## config.mk

```make
export PLATFORM = sky130hd
export DESIGN_NAME = pci_target_ctrl
export DESIGN_NICKNAME = d
export VERILOG_FILES = /design/src/rtl/pci_target_ctrl.sv
export SDC_FILE = /design/constraint.sdc
export NUM_CORES = 1
export LEC_CHECK = 0
export CAP_MARGIN = 20
export CELL_PAD_IN_SITES_DETAIL_PLACEMENT = 1
export CELL_PAD_IN_SITES_GLOBAL_PLACEMENT = 1
export CORE_MARGIN = 3
export CORE_UTILIZATION = 25
export DETAILED_ROUTE_END_ITERATION = 10
export GPL_ROUTABILITY_DRIVEN = 1
export HOLD_SLACK_MARGIN = 0.02
export MAX_ROUTING_LAYER = met4
export PLACE_DENSITY = 0.85
export SKIP_LAST_GASP = 1
export SYNTH_ARGS = -nofsm -noshare
export SYNTH_HDL_FRONTEND = slang
export SYNTH_SLANG_ARGS = --single-unit
```

## constraint.sdc

```tcl
create_clock -name clk -period 1.25 [get_ports clk]
set_input_delay 0.375 -clock clk [delete_from_list [all_inputs] [get_ports clk]]
set_output_delay 0.375 -clock clk [all_outputs]
set_load 0.02 [all_outputs]
```

## src/rtl/pci_target_ctrl.sv

```systemverilog
`default_nettype none
// ============================================================================
// Module      : pci_target_ctrl
// Description : PCI target front-end; decodes the address phase, claims hits
//               and sequences Devsel/Tready/Stop, RW, Offset and Beat.
//               Optional target disconnect enabled by PCI_DISCONNECT_EN.
// Revision    : 1.0 - initial release
// ============================================================================
module pci_target_ctrl #(
  parameter logic [31:0] BASE_ADDR = 32'h0000_1000,
  parameter int          ADDR_W    = 8,
  parameter int          MAX_BURST = 4
) (
  input  logic              clk,
  input  logic              rst_n,
  input  logic              Frame,
  input  logic              Iready,
  input  logic [31:0]       AD,
  input  logic [3:0]        CBE,
  output logic              Devsel,
  output logic              Tready,
  output logic              Stop,
  output logic [1:0]        RW,
  output logic [ADDR_W-1:0] Offset,
  output logic              Beat
);

  typedef enum logic [2:0] {
    S_IDLE   = 3'd0,
    S_BUSY   = 3'd1,
    S_DECODE = 3'd2,
    S_DATA   = 3'd3,
    S_TURN   = 3'd4,
    S_STOP   = 3'd5
  } state_t;

  localparam logic [3:0]        c_cmd_rd = 4'b0110;
  localparam logic [3:0]        c_cmd_wr = 4'b0111;
  localparam logic [ADDR_W-1:0] c_step   = ADDR_W'(4);

  state_t            r_state, w_state;
  logic              r_devsel, w_devsel;
  logic              r_tready, w_tready;
  logic              r_stop, w_stop;
  logic              r_beat, w_beat;
  logic [1:0]        r_rw, w_rw;
  logic [1:0]        r_pend, w_pend;
  logic [ADDR_W-1:0] r_offset, w_offset;
  logic              w_hit;
  logic              w_xfer;

`ifdef PCI_DISCONNECT_EN
  localparam int                 c_cnt_w = $clog2(MAX_BURST + 1);
  localparam logic [c_cnt_w-1:0] c_max   = c_cnt_w'(MAX_BURST);
  logic [c_cnt_w-1:0] r_cnt, w_cnt;
`endif

  assign w_hit  = (AD[31:ADDR_W] == BASE_ADDR[31:ADDR_W]) && (AD[1:0] == 2'b00);
  assign w_xfer = ~Iready & ~r_tready;

  always_ff @(posedge clk or negedge rst_n) begin
    if (!rst_n) begin
      r_state  <= S_IDLE;
      r_devsel <= 1'b1;
      r_tready <= 1'b1;
      r_stop   <= 1'b1;
      r_beat   <= 1'b0;
      r_rw     <= 2'd0;
      r_pend   <= 2'd0;
      r_offset <= '0;
`ifdef PCI_DISCONNECT_EN
      r_cnt    <= '0;
`endif
    end else begin
      r_state  <= w_state;
      r_devsel <= w_devsel;
      r_tready <= w_tready;
      r_stop   <= w_stop;
      r_beat   <= w_beat;
      r_rw     <= w_rw;
      r_pend   <= w_pend;
      r_offset <= w_offset;
`ifdef PCI_DISCONNECT_EN
      r_cnt    <= w_cnt;
`endif
    end
  end

  // Outputs are registered: each state's actions take effect at the edge leaving it.
  always_comb begin
    w_state  = r_state;
    w_devsel = r_devsel;
    w_tready = r_tready;
    w_stop   = r_stop;
    w_beat   = 1'b0;
    w_rw     = r_rw;
    w_pend   = r_pend;
    w_offset = r_offset;
`ifdef PCI_DISCONNECT_EN
    w_cnt    = r_cnt;
`endif
    case (r_state)
      S_IDLE: begin
        if (!Frame) begin
          if (w_hit && (CBE == c_cmd_rd || CBE == c_cmd_wr)) begin
            w_state  = S_DECODE;
            w_pend   = (CBE == c_cmd_rd) ? 2'd1 : 2'd2;
            w_offset = AD[ADDR_W-1:0];
          end else begin
            w_state = S_BUSY;
          end
        end
      end
      S_BUSY: begin
        if (Frame && Iready) w_state = S_IDLE;
      end
      S_DECODE: begin
        w_state  = S_DATA;
        w_devsel = 1'b0;
        w_rw     = r_pend;
        // Reads hold Tready off for one turnaround cycle.
        w_tready = (r_pend == 2'd2) ? 1'b0 : 1'b1;
`ifdef PCI_DISCONNECT_EN
        w_cnt    = '0;
`endif
      end
      S_DATA: begin
        if (w_xfer) begin
          w_beat   = 1'b1;
          w_offset = r_offset + c_step;
`ifdef PCI_DISCONNECT_EN
          w_cnt    = r_cnt + 1'b1;
          if (Frame) begin
            w_state = S_TURN;
          end else if (w_cnt == c_max) begin
            w_state  = S_STOP;
            w_stop   = 1'b0;
            w_tready = 1'b1;
          end
`else
          if (Frame) w_state = S_TURN;
`endif
        end else if (Frame && Iready) begin
          w_state = S_TURN;
        end else if (r_tready) begin
          w_tready = 1'b0;
        end
      end
      S_STOP: begin
        if (Frame) w_state = S_TURN;
      end
      S_TURN: begin
        w_state  = S_IDLE;
        w_devsel = 1'b1;
        w_tready = 1'b1;
        w_stop   = 1'b1;
        w_rw     = 2'd0;
      end
      default: w_state = S_IDLE;
    endcase
  end

  assign Devsel = r_devsel;
  assign Tready = r_tready;
  assign Stop   = r_stop;
  assign Beat   = r_beat;
  assign RW     = r_rw;
  assign Offset = r_offset;

endmodule
`default_nettype wire

```

==> results, run 1 <==
- The flow ran to the end, but the final reports show violations.
- The checks that failed: setup timing.
- In this run the worst path has a maximum fanout of 2.
- In this run the deepest clock path goes through 2 buffers.
- The final setup slack of the worst path is -0.301 ns.
- The count of port buffers added during placement is 52.
- The routed design uses 2840 um of met2 wire.
- The setup clock skew after layout is 0.0104 ns.
- The synthesized netlist devotes 1.17% of its cell area to adder and majority cells.
- The total half-perimeter wirelength after legalization and detailed placement is 3490 um.
- Max-cap violations in this run came to 0.
- The filler cells instantiated in the layout total 478.
- The share of synthesized registers carrying an async set or reset is 100%.
- The power per cell area is 646 nW/um^2.
- For this run, the number of standard cells in the final layout without fillers is 258.
- The basic-gate share of the synthesized area counting and, or, nand and nor cells is 29.6%.
- The clock-pin transition on the worst setup and hold timing paths is 0.07 ns.
- Measured on the finished design, the core utilization comes to 51.1%.
- Clock tree synthesis selected as its root buffer the cell clkbuf_8.
- The total setup violations reported at the end of the flow is 17.
- The synthesized netlist net count is 160.
- The synthesized netlist devotes 21.2% of its cell area to compound gates.
- After detailed routing, the total wire length is 4920 um.
- The count of unresolved DRC violations after routing is 0.
- The synthesized-area fraction occupied by xor and xnor cells is 0%.
- Each instance of the synthesized netlist takes up on average 8.99 um^2.
- The number of warnings printed during yosys synthesis is 0.
- The initial core utilization is 26.4%.
- The source-to-sink clock delay at the later pin of the worst-skew pair is 0.26 ns.
- The synthesized instance count is 119.
- Clock tree synthesis inserted a total of 3 buffers.
- The type of element capturing the critical path is a register.
- In this run the count of I/O pins placed on the die edge is 54.
- The unique cell type count in the Yosys netlist is 40.
- The launching element type of the critical path is a primary input.
- The number of register bits inferred by synthesis is 18.
- The share of post-route cells with drive strength above 1 is 54.3%.
- Relative to the synthesized area, the layout overhead comes to 93.9%.
- The fmax is 645 MHz.
- In this run, synthesis inferred 0 flip-flops with an integrated enable.
- After synthesis, the share of cell area in mux cells is 1.99%.
- The finished cells cover 2070 um^2.
- The average routed wire per standard cell is 19.1 um.
- The combined global-route utilization of all metal layers is 20.8%.
- After detailed routing, the met3 layer carries 143 um of wire.
- At the end of routability-driven placement, the weighted congestion stood at 0.816.
- The wire length of the first global-routing pass is 7830 um.
- The setup path with the least slack is of type in -> reg.
- The leakage dissipation is 0.951 nW.
- The DRC marker count from the first detailed-route iteration is 49.
- Summed over all layers, the global routing overflow is 0.
- CTS built an H-tree with a depth of 1.
- In this run the remaining antenna-violating nets after routing total 0.
- The placed cell count is 246.
- Entering global routing, the biggest net connects 17 pins.
- Summing all placed instances gives a cell area of 1930 um^2.
- In the final routing, the length of wire on met1 measures 1850 um.
- The repair_antennas step left the layout with diodes totalling 0.
- The overall die width is 71.4 um.
- The number of antenna violations at the first check in global routing is 0.
- The top layer reached by signal wires is met4.
- The number of cells on the worst reg-to-reg path is 7.
- The via count of the first global-routing pass is 1485.
- After detailed routing, the number of vias per cell comes to 5.03.
- The maximum ir drop on the vdd rail is 0.000611 V.
- Summing the sequential cell areas from Yosys gives 42.3% of the chip area.
- Before antenna repair, the detailed router went through 4 iterations.
- The main combinational cell family by area after synthesis is simple AND/OR/NAND/NOR gates.
- For the worst setup path, the data required time is 1.39 ns.
- The placeable core region is 4060 um^2.
- The cell area that synthesis handed to floorplanning was 1070 um^2.
- The smallest clock period supported by the final layout is computed as 1.55 ns.
- Setup repair after global routing could not meet its margin everywhere.
- The TritonCTS clock tree is done.
- The max-slew violation count is 0.
- The number of hold-slack violations in the final timing report is 0.
- The most used flip-flop cell after synthesis is dfrtp_1.
- The site row count is 23.
- In the final design database the tool counted 250 nets.
- The clock sink count is 18.
- The tightest min-delay check is of the in -> async type.
- The height of the die is 71.4 um.
- The final worst-path cycle share is 124%.
- The worst path arrival time is 1.69 ns.
- The floorplan step defined a die boundary enclosing 5100 um^2.
- The routed layout has 1297 vias.
- Power comes to 1.34 mW.
state kept, by name (all words and copies together), names as in the netlist:
register and flops:
Tready 1, Offset 8, r_state 3, Beat 1
Devsel 1, r_pend 2, RW 2
power breakdown:
group | switching (mW) | internal (mW) | total [mW]
sequential | 0.00741 | 0.588 | 0.595
clock | 0.208 | 0.280 | 0.488
combinational | 0.118 | 0.138 | 0.256
critical path, cell delays in order:
cell,delay (ns)
dlygate4sd2_1,0.23
nor2_1,0.16
nand4_1,0.22
nor2_2,0.19
and3_4,0.22
mux2_4,0.29
kinds of logic after synthesis:
family | count (synthesis)
simple gates | 53
compound gates | 36
flops | 18
buf+inv | 8
mux | 2
fa+ha+maj | 1
other cells | 1
per-layer routing:
metal  vias up  global-route usage (%)
li1        611                       -
met1       646                    22.8
met2        32                    38.9
met3         8                    3.79
met4         0                    4.18
met5         -                       -
synthesized netlist by cell type (2+ instances only):
master | number | area, um^2
dfrtp_1 | 16 | 400
nand2_1 | 12 | 45.0
nor2_1 | 10 | 37.5
o21ai_0 | 10 | 50.1
a21oi_1 | 9 | 45.0
a31oi_1 | 8 | 50.1
nor2b_1 | 5 | 31.3
inv_1 | 4 | 15.0
nand3_1 | 4 | 20.0
nor3_1 | 3 | 15.0
nor4_2 | 3 | 37.5
buf_2 | 2 | 10.0
dfstp_2 | 2 | 52.6
nand3b_1 | 2 | 15.0
nor2_2 | 2 | 12.5
nor4_1 | 2 | 12.5
or2_2 | 2 | 12.5
layout by cell type, fill, tap and decap left out, types with 5 or more instances in the layout:
cell type	n
nor2_2	5
nor2b_1	5
dfrtp_1	16
nor2_1	7
nand2_1	12
buf_4	30
buf_2	23
o21ai_0	9
clkdlybuf4s50_1	8
buf_6	17
a21oi_2	6
clkdlybuf4s15_1	5
through the flow:
step | setup WS, ns | hold slack [ns] | TNS (ns)
after detailed placement | -0.969 | 0.480 | -11.83
after CTS | -0.228 | 0.472 | -2.23
after global routing | -0.376 | 0.473 | -4.40
after floorplan | -0.367 | 0.0794 | -1.96
final | -0.301 | 0.478 | -3.22
after global placement | -0.893 | 0.475 | -10.50
area by class of cell:
type / count / area (um^2) / area share, %
clock buffer: 4 / 55.1 / 2.65
inverter: 4 / 15.0 / 0.724
tap: 50 / 62.6 / 3.02
multi-input combinational: 93 / 776 / 37.4
timing repair buffer: 89 / 713 / 34.4
sequential: 18 / 453 / 21.8
path summary, 6_finish.rpt:
check,start,end,slack (ns)
setup / recovery,AD[13],r_pend[0],-0.30
max in group asynchronous,rst_n,Offset[0],0.53
setup reg to reg,Tready,Offset[6],-0.21
hold / removal,rst_n,Tready,0.48
min in group clk,Devsel,Devsel,0.50
hold reg to reg,Devsel,Devsel,0.50
what timing repair did:
action,in CTS,in global routing
resized for setup,178,15
hold buffers,0,0
setup buffers,8,1
endpoints found under the setup margin,26,20
pin swaps,23,11
endpoints found under the hold margin,0,0
No activity file was read; power rests on OpenSTA's default activity.
==> run 2, diff against run 1 <==
==> constraint.sdc (replaced) <==
create_clock -name clk -period 1.25 [get_ports clk]
set_input_delay 0.25 -clock clk [delete_from_list [all_inputs] [get_ports clk]]
set_output_delay 0.25 -clock clk [all_outputs]
set_load 0.02 [all_outputs]
==> run 2 against run 1 <==
Compared with the run above:
- the run still ends with setup timing left
- count of clock-buffer cells in the layout unchanged
- clock power increased by 3%
- combinational power up 15%
- maximum frequency rose by 4.5%
- final cell count rose by 3.9%
- register-to-register slack got worse by 0.02 ns
- sequential power barely moved
- flip-flop and latch count unchanged
- critical path type is now reg -> reg
==> results, run 2 (synthesis results as in run 1) <==
- The run finished, with violations left.
- The checks that failed: setup timing.
- The via count of the first global-routing pass came to 1606 (+8.1%).
- Relative to the synthesized area, the layout overhead comes to 119%.
- The leakage dissipation is 1.02 nW (+7.4%).
- The wire length of the first global-routing pass is 7600 um (-3.0%).
- The worst setup path is captured at a register.
- The final standard cell count with taps included and fillers excluded is 268 (+3.9%).
- The source-to-sink clock delay at the later pin of the worst-skew pair came to 0.26 ns (about the same).
- The residual antenna-violating net count after detailed routing is 0 (unchanged).
- The remaining global-route overflow is 0 (unchanged).
- The max-slew violation count is 0 (unchanged).
- The TritonCTS clock tree is done.
- The required time at the endpoint of the critical path is 1.44 ns (+0.05 ns).
- The average routed wire per standard cell came to 18.2 um (-4.5%).
- The clock-pin transition on the worst setup and hold timing paths is 0.08 ns (about the same).
- The setup clock skew after layout is 0.00983 ns (-0.000531 ns).
- The overall power consumption is 1.39 mW (+3.8%).
- The DRC marker count from the first detailed-route iteration is 31 (-37%).
- The height of the die is 71.4 um (unchanged).
- The combinational cell fraction of total power is 21.2% (+2.1 points).
- The leading cell type in the layout, fill and taps excluded is buf_4.
- The number of primary I/O pins is 54 (unchanged).
- The final worst-path cycle share came to 119% (-5.4 points).
- The detailed-router iteration count before antenna repair came to 3 (-1).
- The worst-path maximum fanout is 5 (+3).
- The worst path arrival time was 1.68 ns (about the same).
- The pin count of the biggest net entering global routing is 19 (+2).
- The min-delay analysis places its worst path in the category in -> async.
- The overall die width is 71.4 um (unchanged).
- The worst setup path is launched from a register.
- The total half-perimeter wirelength after legalization and detailed placement is 3090 um (-11%).
- The worst-case clock buffer depth is 2 (unchanged).
- The via count is 1356 (+4.5%).
- The count of port buffers added during placement came to 52 (unchanged).
- The share of post-route cells with drive strength above 1 is 57.8% (+3.5 points).
- The switching power share of the total came to 25.8% (+0.92 points).
- The detail-routed via count per cell is 5.06 (+0.65%).
- The number of flip-flops under the largest register name was 8 (unchanged).
- The CTS root buffer is clkbuf_8.
- The worst setup path is of the reg -> reg kind.
- The portion of total power attributed to sequential cells is 42.8% (-1.6 points).
- The clock sink count is 18 (unchanged).
- The count of unresolved DRC violations after routing is 0 (unchanged).
- The total of hold buffers inserted after clock tree synthesis is 0 (unchanged).
- The placeable core region is 4060 um^2 (unchanged).
- The fraction of power consumed by the clock network was 36.0% (-0.5 points).
- The max-capacitance violation count was 0 (unchanged).
- The total setup violations reported at the end of the flow is 15 (-2).
- The library cells used most frequently in the layout, excluding fill and tap cells, are buf_4 (30), buf_6 (28), dfrtp_1 (15), clkdlybuf4s15_1 (11).
- The site row count came to 23 (unchanged).
- The routability congestion estimate from global placement came to 0.889 (+9.0%).
- The total inserted antenna cells is 0 (unchanged).
- The combined global-route utilization of all metal layers is 19.2% (-1.6 points).
- The number of antenna violations at the first check in global routing is 0 (unchanged).
- The final critical delay including setup and external delays is 1.48 ns (-0.0669 ns).
- The post-route core utilization is 57.7% (+6.6 points).
- The final setup slack of the worst path is -0.234 ns (+0.0669 ns).
- The switching power total is 359 uW (+7.6%).
- The fmax is 674 MHz (+4.5%).
- The total wire length is 4880 um (-0.79%).
- The placed cell count came to 242 (-1.6%).
- The number of CTS-inserted buffers is 3 (unchanged).
- The die outline area is 5100 um^2 (unchanged).
- The internal power component is 1.03 mW (+2.5%).
- The power per cell area came to 594 nW/um^2 (-8.0%).
- The number of hold-slack violations in the final timing report came to 0 (unchanged).
- The post-layout net count is 260 (+4.0%).
- The number of levels in the clock H-tree is 1 (unchanged).
- The maximum ir drop on the vdd rail is 0.000308 V (-50%).
- The worst setup slack before clock tree synthesis is -0.802 ns (+0.167 ns).
- Setup repair after global routing could not meet its margin everywhere.
- The initial core utilization is 26.4% (unchanged).
==> run 2: cell types whose count changed in the layout (fill, tap and decap cells not counted), sizes merged <==
cell           change
dlygate4sd2        +4
clkdlybuf4s50      +1
buf                -3
inv                -1
clkinvlp           +1
clkdlybuf4s15      +6
clkbuf             +2
==> run 2: timing repair <==
item,CTS,global route
pin swaps,22,16
resized for setup,171,36
setup buffers,17,8
endpoints found under the setup margin,28,26
hold endpoints to repair,0,0
cloned,0,0
==> run 2: per-layer routing <==
| layer | vias up | share of wire, % | global-route usage [%] |
|---|---|---|---|
| met5 | - | 0 | - |
| met4 | 0 | 1.8 | 4.80 |
| met3 | 8 | 4.1 | 3.23 |
| met2 | 43 | 57 | 37.2 |
| met1 | 669 | 37 | 19.7 |
| li1 | 636 | - | - |
==> run 2: worst paths after layout <==
check / start / to / slack (ns) / depth (start not counted)
hold reg to reg: Devsel / Devsel / 0.51 / 2
min in group clk: Devsel / Devsel / 0.51 / 2
setup / recovery: r_state[1] / Offset[4] / -0.23 / 6
max in group asynchronous: rst_n / Tready / 0.67 / 2
setup reg to reg: r_state[1] / Offset[4] / -0.23 / 6
hold / removal: rst_n / r_state[0] / 0.32 / 2
==> run 2: per-stage QoR <==
step / cell area [um^2] / hold slack [ns] / TNS (ns)
2_1_floorplan: 1120 / -0.0456 / -0.924
3_3_place_gp: 1870 / 0.484 / -7.82
3_5_place_dp: 1870 / 0.486 / -8.48
4_1_cts: 2200 / 0.320 / -1.22
5_1_grt: 2340 / 0.334 / -2.80
6_report: 2340 / 0.316 / -2.06
==> run 2: power groups by stage <==
stage               Clock (mW)  Sequential, mW  Combinational [mW]
floorplan                    0           0.608              0.0529
global placement             0           0.604               0.238
detailed placement           0           0.605               0.249
CTS                      0.518           0.594               0.271
global route             0.531           0.596               0.314
finish                   0.501           0.595               0.295
==> run 2: final cells by class <==
cell class,instances,area (um^2)
inverter,4,21.3
clock buffer,4,55.1
tap,50,62.6
fill,447,1720
multi-input combinational,93,866
sequential,18,454
timing repair buffer,99,882
==> run 2: worst max-delay path, cell delays in order, from the launching register on <==
cell      delay, ns
dfrtp_1        0.44
nand3b_1       0.20
nor3_4         0.20
o21bai_4       0.18
buf_6          0.18
a31oi_4        0.08
a21oi_2        0.12
